File: src/rtl/stage2_check_sum_ctrl_if.sv
// Record-in / checksum-out bundle between the stage-2 field extractor and the packet-check stage.
// Latency/backpressure are set by the engine; this file only groups the valid/ready handshake signals.
// master = extractor + packet-check side, slave = checksum engine; STAGE2_CHECK_SUM_CMP_EN adds compare ports.
interface stage2_check_sum_ctrl_if #(
  parameter int CSUM_W = 8
);
  logic              in_valid;
  logic              in_ready;
  logic [15:0]       block_size_data;
  logic [31:0]       seq_number_data;
  logic [7:0]        message_number_data;
  logic [63:0]       time_message_data;
  logic [279:0]      message_1;
  logic [279:0]      message_2;
  logic [279:0]      message_3;
  logic [2:0]        msg_cnt;
  logic              out_valid;
  logic              out_ready;
  logic [CSUM_W-1:0] check_sum_data;
  logic              cnt_err;
`ifdef STAGE2_CHECK_SUM_CMP_EN
  logic [CSUM_W-1:0] exp_check_sum;
  logic              check_sum_ok;
`endif

  modport master (
    output in_valid, block_size_data, seq_number_data, message_number_data,
           time_message_data, message_1, message_2, message_3, msg_cnt, out_ready,
`ifdef STAGE2_CHECK_SUM_CMP_EN
    output exp_check_sum,
    input  check_sum_ok,
`endif
    input  in_ready, out_valid, check_sum_data, cnt_err
  );

  modport slave (
    input  in_valid, block_size_data, seq_number_data, message_number_data,
           time_message_data, message_1, message_2, message_3, msg_cnt, out_ready,
`ifdef STAGE2_CHECK_SUM_CMP_EN
    input  exp_check_sum,
    output check_sum_ok,
`endif
    output in_ready, out_valid, check_sum_data, cnt_err
  );
endinterface

File: src/rtl/stage2_check_sum_ctrl.sv
// Sequential byte-sum checksum over a captured stage-2 record, LANE_BYTES bytes per cycle (macro STAGE2_CHECK_SUM_CMP_EN adds expected-sum compare).
// Latency: handshake in cycle T -> out_valid in cycle T+1+ceil(N/LANE_BYTES), N = 15 + 35*min(msg_cnt,3).
// Backpressure: result held stable while out_ready=0; in_ready stays 0 from capture until the result is taken.
module stage2_check_sum_ctrl #(
  parameter int LANE_BYTES = 8,
  parameter int CSUM_W     = 8
) (
  input logic                    clk,
  input logic                    rst,
  stage2_check_sum_ctrl_if.slave bus
);
  localparam int REC_BYTES = 120;
  localparam int REC_W     = REC_BYTES * 8;
  localparam int LANE_W    = LANE_BYTES * 8;
  localparam int LANE_LOG2 = $clog2(LANE_BYTES);

  // First member sits at the MSB, so byte 0 of the stream is the top byte.
  typedef struct packed {
    logic [15:0]  block_size;
    logic [31:0]  seq_number;
    logic [7:0]   message_number;
    logic [63:0]  time_message;
    logic [279:0] msg_1;
    logic [279:0] msg_2;
    logic [279:0] msg_3;
  } rec_t;

  typedef enum logic [1:0] {IDLE, SUM, DONE} state_t;

  state_t            state;
  logic [REC_W-1:0]  rec_q;      // shifted up by one lane per SUM cycle
  logic [CSUM_W-1:0] acc;
  logic [6:0]        lane;
  logic [6:0]        last_lane;
  logic              err_q;
`ifdef STAGE2_CHECK_SUM_CMP_EN
  logic [CSUM_W-1:0] exp_q;
`endif

  logic [1:0]        m_eff;
  logic [6:0]        n_bytes;
  logic [7:0]        lanes_in;
  logic [6:0]        last_lane_in;
  rec_t              rec_in;

  // Clamp msg_cnt, zero the invalid messages up front and size the sweep.
  always_comb begin
    m_eff        = (bus.msg_cnt > 3'd3) ? 2'd3 : bus.msg_cnt[1:0];
    n_bytes      = 7'd15 + 7'd35 * {5'd0, m_eff};
    lanes_in     = ({1'b0, n_bytes} + 8'(LANE_BYTES - 1)) >> LANE_LOG2;
    last_lane_in = lanes_in[6:0] - 7'd1;
    rec_in.block_size     = bus.block_size_data;
    rec_in.seq_number     = bus.seq_number_data;
    rec_in.message_number = bus.message_number_data;
    rec_in.time_message   = bus.time_message_data;
    rec_in.msg_1          = (m_eff >= 2'd1) ? bus.message_1 : '0;
    rec_in.msg_2          = (m_eff >= 2'd2) ? bus.message_2 : '0;
    rec_in.msg_3          = (m_eff == 2'd3) ? bus.message_3 : '0;
  end

  logic [CSUM_W-1:0] lane_sum;
  logic [CSUM_W-1:0] acc_next;

  // Shared lane adder: zero-extended bytes at the top of rec_q, carries past CSUM_W dropped.
  always_comb begin
    lane_sum = '0;
    for (int j = 0; j < LANE_BYTES; j++) begin
      lane_sum = lane_sum + CSUM_W'(rec_q[REC_W-1-8*j -: 8]);
    end
    acc_next = acc + lane_sum;
  end

  // Control FSM with registered handshake and result outputs.
  always_ff @(posedge clk) begin
    if (rst) begin
      state              <= IDLE;
      rec_q              <= '0;
      acc                <= '0;
      lane               <= '0;
      last_lane          <= '0;
      err_q              <= 1'b0;
      bus.in_ready       <= 1'b1;
      bus.out_valid      <= 1'b0;
      bus.check_sum_data <= '0;
      bus.cnt_err        <= 1'b0;
`ifdef STAGE2_CHECK_SUM_CMP_EN
      exp_q              <= '0;
      bus.check_sum_ok   <= 1'b0;
`endif
    end else begin
      case (state)
        IDLE: begin
          if (bus.in_valid && bus.in_ready) begin
            rec_q        <= rec_in;
            last_lane    <= last_lane_in;
            err_q        <= (bus.msg_cnt > 3'd3);
            acc          <= '0;
            lane         <= '0;
            bus.in_ready <= 1'b0;
            state        <= SUM;
`ifdef STAGE2_CHECK_SUM_CMP_EN
            exp_q        <= bus.exp_check_sum;
`endif
          end
        end
        SUM: begin
          acc   <= acc_next;
          rec_q <= rec_q << LANE_W;
          lane  <= lane + 7'd1;
          if (lane == last_lane) begin
            state              <= DONE;
            bus.out_valid      <= 1'b1;
            bus.check_sum_data <= acc_next;
            bus.cnt_err        <= err_q;
`ifdef STAGE2_CHECK_SUM_CMP_EN
            bus.check_sum_ok   <= (acc_next == exp_q);
`endif
          end
        end
        DONE: begin
          if (bus.out_ready) begin
            bus.out_valid <= 1'b0;
            bus.in_ready  <= 1'b1;
            state         <= IDLE;
          end
        end
        default: state <= IDLE;
      endcase
    end
  end
endmodule

File: src/flat_wrapper.sv
// flat-port wrapper written by rule: the top's interface ports become plain ports
module stage2_check_sum_ctrl_flat 
#(
  parameter int LANE_BYTES = 8,
  parameter int CSUM_W     = 8
)
  (clk, rst, bus_in_valid, bus_block_size_data, bus_seq_number_data, bus_message_number_data, bus_time_message_data, bus_message_1, bus_message_2, bus_message_3, bus_msg_cnt, bus_out_ready, bus_in_ready, bus_out_valid, bus_check_sum_data, bus_cnt_err);
  stage2_check_sum_ctrl_if #(.CSUM_W(CSUM_W)) bus_i ();
  input logic clk;
  input logic rst;
  input wire logic [$bits(bus_i.in_valid)-1:0] bus_in_valid;
  input wire logic [$bits(bus_i.block_size_data)-1:0] bus_block_size_data;
  input wire logic [$bits(bus_i.seq_number_data)-1:0] bus_seq_number_data;
  input wire logic [$bits(bus_i.message_number_data)-1:0] bus_message_number_data;
  input wire logic [$bits(bus_i.time_message_data)-1:0] bus_time_message_data;
  input wire logic [$bits(bus_i.message_1)-1:0] bus_message_1;
  input wire logic [$bits(bus_i.message_2)-1:0] bus_message_2;
  input wire logic [$bits(bus_i.message_3)-1:0] bus_message_3;
  input wire logic [$bits(bus_i.msg_cnt)-1:0] bus_msg_cnt;
  input wire logic [$bits(bus_i.out_ready)-1:0] bus_out_ready;
  output wire logic [$bits(bus_i.in_ready)-1:0] bus_in_ready;
  output wire logic [$bits(bus_i.out_valid)-1:0] bus_out_valid;
  output wire logic [$bits(bus_i.check_sum_data)-1:0] bus_check_sum_data;
  output wire logic [$bits(bus_i.cnt_err)-1:0] bus_cnt_err;
  assign bus_i.in_valid = bus_in_valid;
  assign bus_i.block_size_data = bus_block_size_data;
  assign bus_i.seq_number_data = bus_seq_number_data;
  assign bus_i.message_number_data = bus_message_number_data;
  assign bus_i.time_message_data = bus_time_message_data;
  assign bus_i.message_1 = bus_message_1;
  assign bus_i.message_2 = bus_message_2;
  assign bus_i.message_3 = bus_message_3;
  assign bus_i.msg_cnt = bus_msg_cnt;
  assign bus_i.out_ready = bus_out_ready;
  assign bus_in_ready = bus_i.in_ready;
  assign bus_out_valid = bus_i.out_valid;
  assign bus_check_sum_data = bus_i.check_sum_data;
  assign bus_cnt_err = bus_i.cnt_err;
  stage2_check_sum_ctrl #(.LANE_BYTES(LANE_BYTES), .CSUM_W(CSUM_W)) u_core (.clk(clk), .rst(rst), .bus(bus_i));
endmodule
File: config.mk
export PLATFORM = sky130hd
export DESIGN_NAME = stage2_check_sum_ctrl_flat
export DESIGN_NICKNAME = d
export VERILOG_FILES = /design/src/rtl/stage2_check_sum_ctrl_if.sv /design/src/rtl/stage2_check_sum_ctrl.sv /design/src/flat_wrapper.sv
export SDC_FILE = /design/constraint.sdc
export NUM_CORES = 2
export LEC_CHECK = 0
export CAP_MARGIN = 15
export CORE_MARGIN = 4
export CORE_UTILIZATION = 25
export CTS_BUF_LIST = sky130_fd_sc_hd__clkbuf_8
export DETAILED_ROUTE_END_ITERATION = 6
export PLACE_DENSITY = 0.43
export SYNTH_ARGS = -nofsm -noshare
export SYNTH_HDL_FRONTEND = slang
export SYNTH_SLANG_ARGS = --single-unit
File: constraint.sdc
create_clock -name clk -period 7.9 [get_ports clk]
set_input_delay 1.58 -clock clk [delete_from_list [all_inputs] [get_ports clk]]
set_output_delay 1.58 -clock clk [all_outputs]
set_load 0.05 [all_outputs]
==> results.yml <==
setup_path:
  critPathRequiredTime_ns: 8.64
  worstRegToRegCells: 15
  setup.worst_path.end_class: "flip-flop"
  reg2reg_slack_ns: 3.76
  cp-endpoint: "u_core.acc[7]"
  start_kind: "flip-flop"
  cp-startpoint: "u_core.rec_q[915]"
  reg2reg_from: "u_core.rec_q[915]"
  cp_max_fo: 2
  r2r_end: "u_core.acc[7]"
  arrival_ns: 4.87
  path_class: "flip-flop to flip-flop"
synthesis:
  synth_area_leaders: "dfxtp_1 47%, a21oi_1 9.7%, nand2_1 8.2%"
  avgSynthCellArea_um2: 7.706
  synth_nets: 6513
  ys_ff_latch: 995
  netlist_instances: 5492
  synth-seq-area-share_pct: 47.06
  yosysTopAreaCell: "dfxtp_1"
  synth-async-reset-ratio_pct: 0
  synth_top_area_share_pct: 47.06
  syn_area_um2: 42320
  synthFlopType: "dfxtp_1"
  synth-edff-count: 0
  yosysUniqueCellTypes: 38
  ys_warn_count: 0
pwr:
  max-vdd-ir-drop_v: 0.0001666
  p_leak_nw: 19.93
  p_per_area_nw_per_um2: 262.4
clocking:
  postCtsHoldBufs: 0
  cts_inserted_buffers: 190
  htree_levels: 4
  cts_root_buf: "clkbuf_8"
  clk_pin_slew_worst_paths_ns: 0.06
  cts_resized: 0
  cts_tree: "done"
  cts_num_sinks: 995
  clk_latency_ns: 0.92
  cts_setup_buffers: 0
  cts_buffer_depth: 3
die:
  core-area_um2: 167800
  die_w_um: 419.5
  io_pins: 978
  die_area_um2: 175900
  row_count: 150
  start_util_pct: 25.22
  die_h_um: 419.5
final_layout:
  regArea_um2: 19920
  finalNetCount: 7196
  mostFrequentLayoutCell: "dfxtp_1"
  multi_input_comb_area_um2: 20010
  area_growth_pct: 35.11
  fillers: 18060
  final_cell_mix: "995 x dfxtp_1, 976 x clkdlybuf4s50_1, 926 x nand2_1, 821 x a21oi_1, 810 x nor2_1"
  layout-drive-gt1-share_pct: 4.922
global_route:
  grt_max_degree: 204
  grt_pass1_vias: 41770
  antenna_found_initial: 124
  grt_usage_pct: 22.69
  grt_pass1_wl_um: 293900
  grt-ovfl-total: 0
route:
  drtPass1Iterations: 6
  vias: 42620
  drt_iter0_markers: 3532
  post_drt_wl_per_cell_um: 24.61
  via_per_inst: 4.964
  wl_um: 211300
  drc_errors: 0
  antenna_left: 0
sta:
  hold_violations: 0
  setup_viol: 0
  rsz0062_at_grt: "no"
  slew_headroom_pct: 26.08
  period_share_pct: 52.38
  fin_ws_ns: 3.762
  max_freq_ghz: 0.2417
  finClkSkew_ns: 0.05300
  worst_pin_slew_ns: 1.109
  final.min_clock_period_ns: 4.138
  finalSetupTns_ns: 0
  finalMaxSlewViolations: 0
placed_design:
  port_buffers: 977
  routabilityCongestion: 0.8609
  dp_hpwl_um: 149200
  pre_cts_slack_ns: 2.998
run_status:
  status: "complete, no violations"
flow_run:
  max_cap_viol_count: 0
worst_hold_path:
  hold_class: "flip-flop to flip-flop"
## layout make-up
| cell class | count | share of cell area [%] |
|---|---|---|
| well taps | 2204 | 4.823 |
| repair buffers | 1022 | 18.16 |
| clock buffers | 226 | 5.440 |
| inverters | 64 | 0.4201 |
| multi-input cells | 3902 | 34.99 |
| diodes | 63 | 0.2757 |
| clock inverters | 110 | 1.059 |
| flip-flops and latches | 995 | 34.84 |
## metal layers
| metal | wire [um] | GRT usage, % | vias to the layer above |
|---|---|---|---|
| li1 | - | - | 20570 |
| met1 | 82680 | 25.95 | 20340 |
| met2 | 107400 | 40.11 | 1271 |
| met3 | 14590 | 6.505 | 375 |
| met4 | 6214 | 8.232 | 74 |
| met5 | 460 | 0 | - |
## stage by stage
step | power (mW) | hold WS, ns | area [um2] | utilization (%) | cells
5_1_grt | 15.92 | 0.4534 | 57120 | 34.04 | 8560
3_3_place_gp | 10.03 | 0.4370 | 53310 | 31.77 | 8187
4_1_cts | 15.25 | 0.4279 | 57020 | 33.99 | 8523
3_5_place_dp | 10.04 | 0.4436 | 53310 | 31.77 | 8187
6_report | 15.00 | 0.4250 | 57180 | 34.08 | 8586
2_1_floorplan | 8.407 | 0.4323 | 42320 | - | 5492
## report_power, final
group          internal (mW)  switching, mW
Combinational           1.63           2.51
Sequential              5.48          0.290
Clock                   2.69           2.41
Total                   9.80           5.21
## cell usage after synthesis, drive strengths merged (18+ instances only)
cell	instances
a221oi	35
xnor2	18
clkbuf	369
nand2	927
inv	64
nor2	814
a22oi	317
nor3	321
fa	45
nand3	223
a31oi	217
dfxtp	995
a21oi	821
buf	162
a311oi	121
## cell families (layout without fill, tap and decap cells)
kind of cell | count (synthesis) | count (layout) | share of synthesized area (%)
muxes | 9 | 9 | 0.2129
and+or+nand+nor | 2295 | 2295 | 22.11
AOI/OAI and AO/OA | 1521 | 1521 | 21.93
other | 0 | 63 | 0
adders and majority gates | 54 | 54 | 2.395
buffers and inverters | 595 | 1422 | 5.780
DFF | 995 | 995 | 47.06
xor gates and xnor gates | 23 | 23 | 0.5085
## state kept, by name, indices dropped and copies added (netlist names)
name,flops
u_core.acc,8
u_core.bus.in_ready,1
u_core.last_lane,6
u_core.bus.out_valid,1
u_core.rec_q,960
u_core.lane,7
u_core.state,2
u_core.bus.check_sum_data,8
u_core.err_q,1
u_core.bus.cnt_err,1
## how the worst min path moves through the flow
stage	from	endpoint	slack (ns)	cells past startpoint
2_1_floorplan	u_core.rec_q[496]	u_core.rec_q[560]	0.43	2
3_3_place_gp	u_core.rec_q[739]	u_core.rec_q[803]	0.44	2
3_5_place_dp	u_core.rec_q[598]	u_core.rec_q[662]	0.44	2
4_1_cts	u_core.rec_q[515]	u_core.rec_q[579]	0.43	2
5_1_grt	u_core.rec_q[585]	u_core.rec_q[649]	0.45	2
6_report	u_core.rec_q[585]	u_core.rec_q[649]	0.42	2
## critical path, stage by stage (launching register included)
cell,delay [ns]
dfxtp_1,0.32
inv_1,0.08
fa_1,0.58
inv_1,0.08
fa_1,0.49
fa_1,0.49
inv_1,0.04
fa_1,0.50
inv_1,0.07
ha_1,0.29
a211oi_1,0.24
o21bai_1,0.11
a21oi_1,0.18
xnor3_1,0.28
a22oi_1,0.15
nor2_1,0.06
Power figures use the tool's default switching activity.
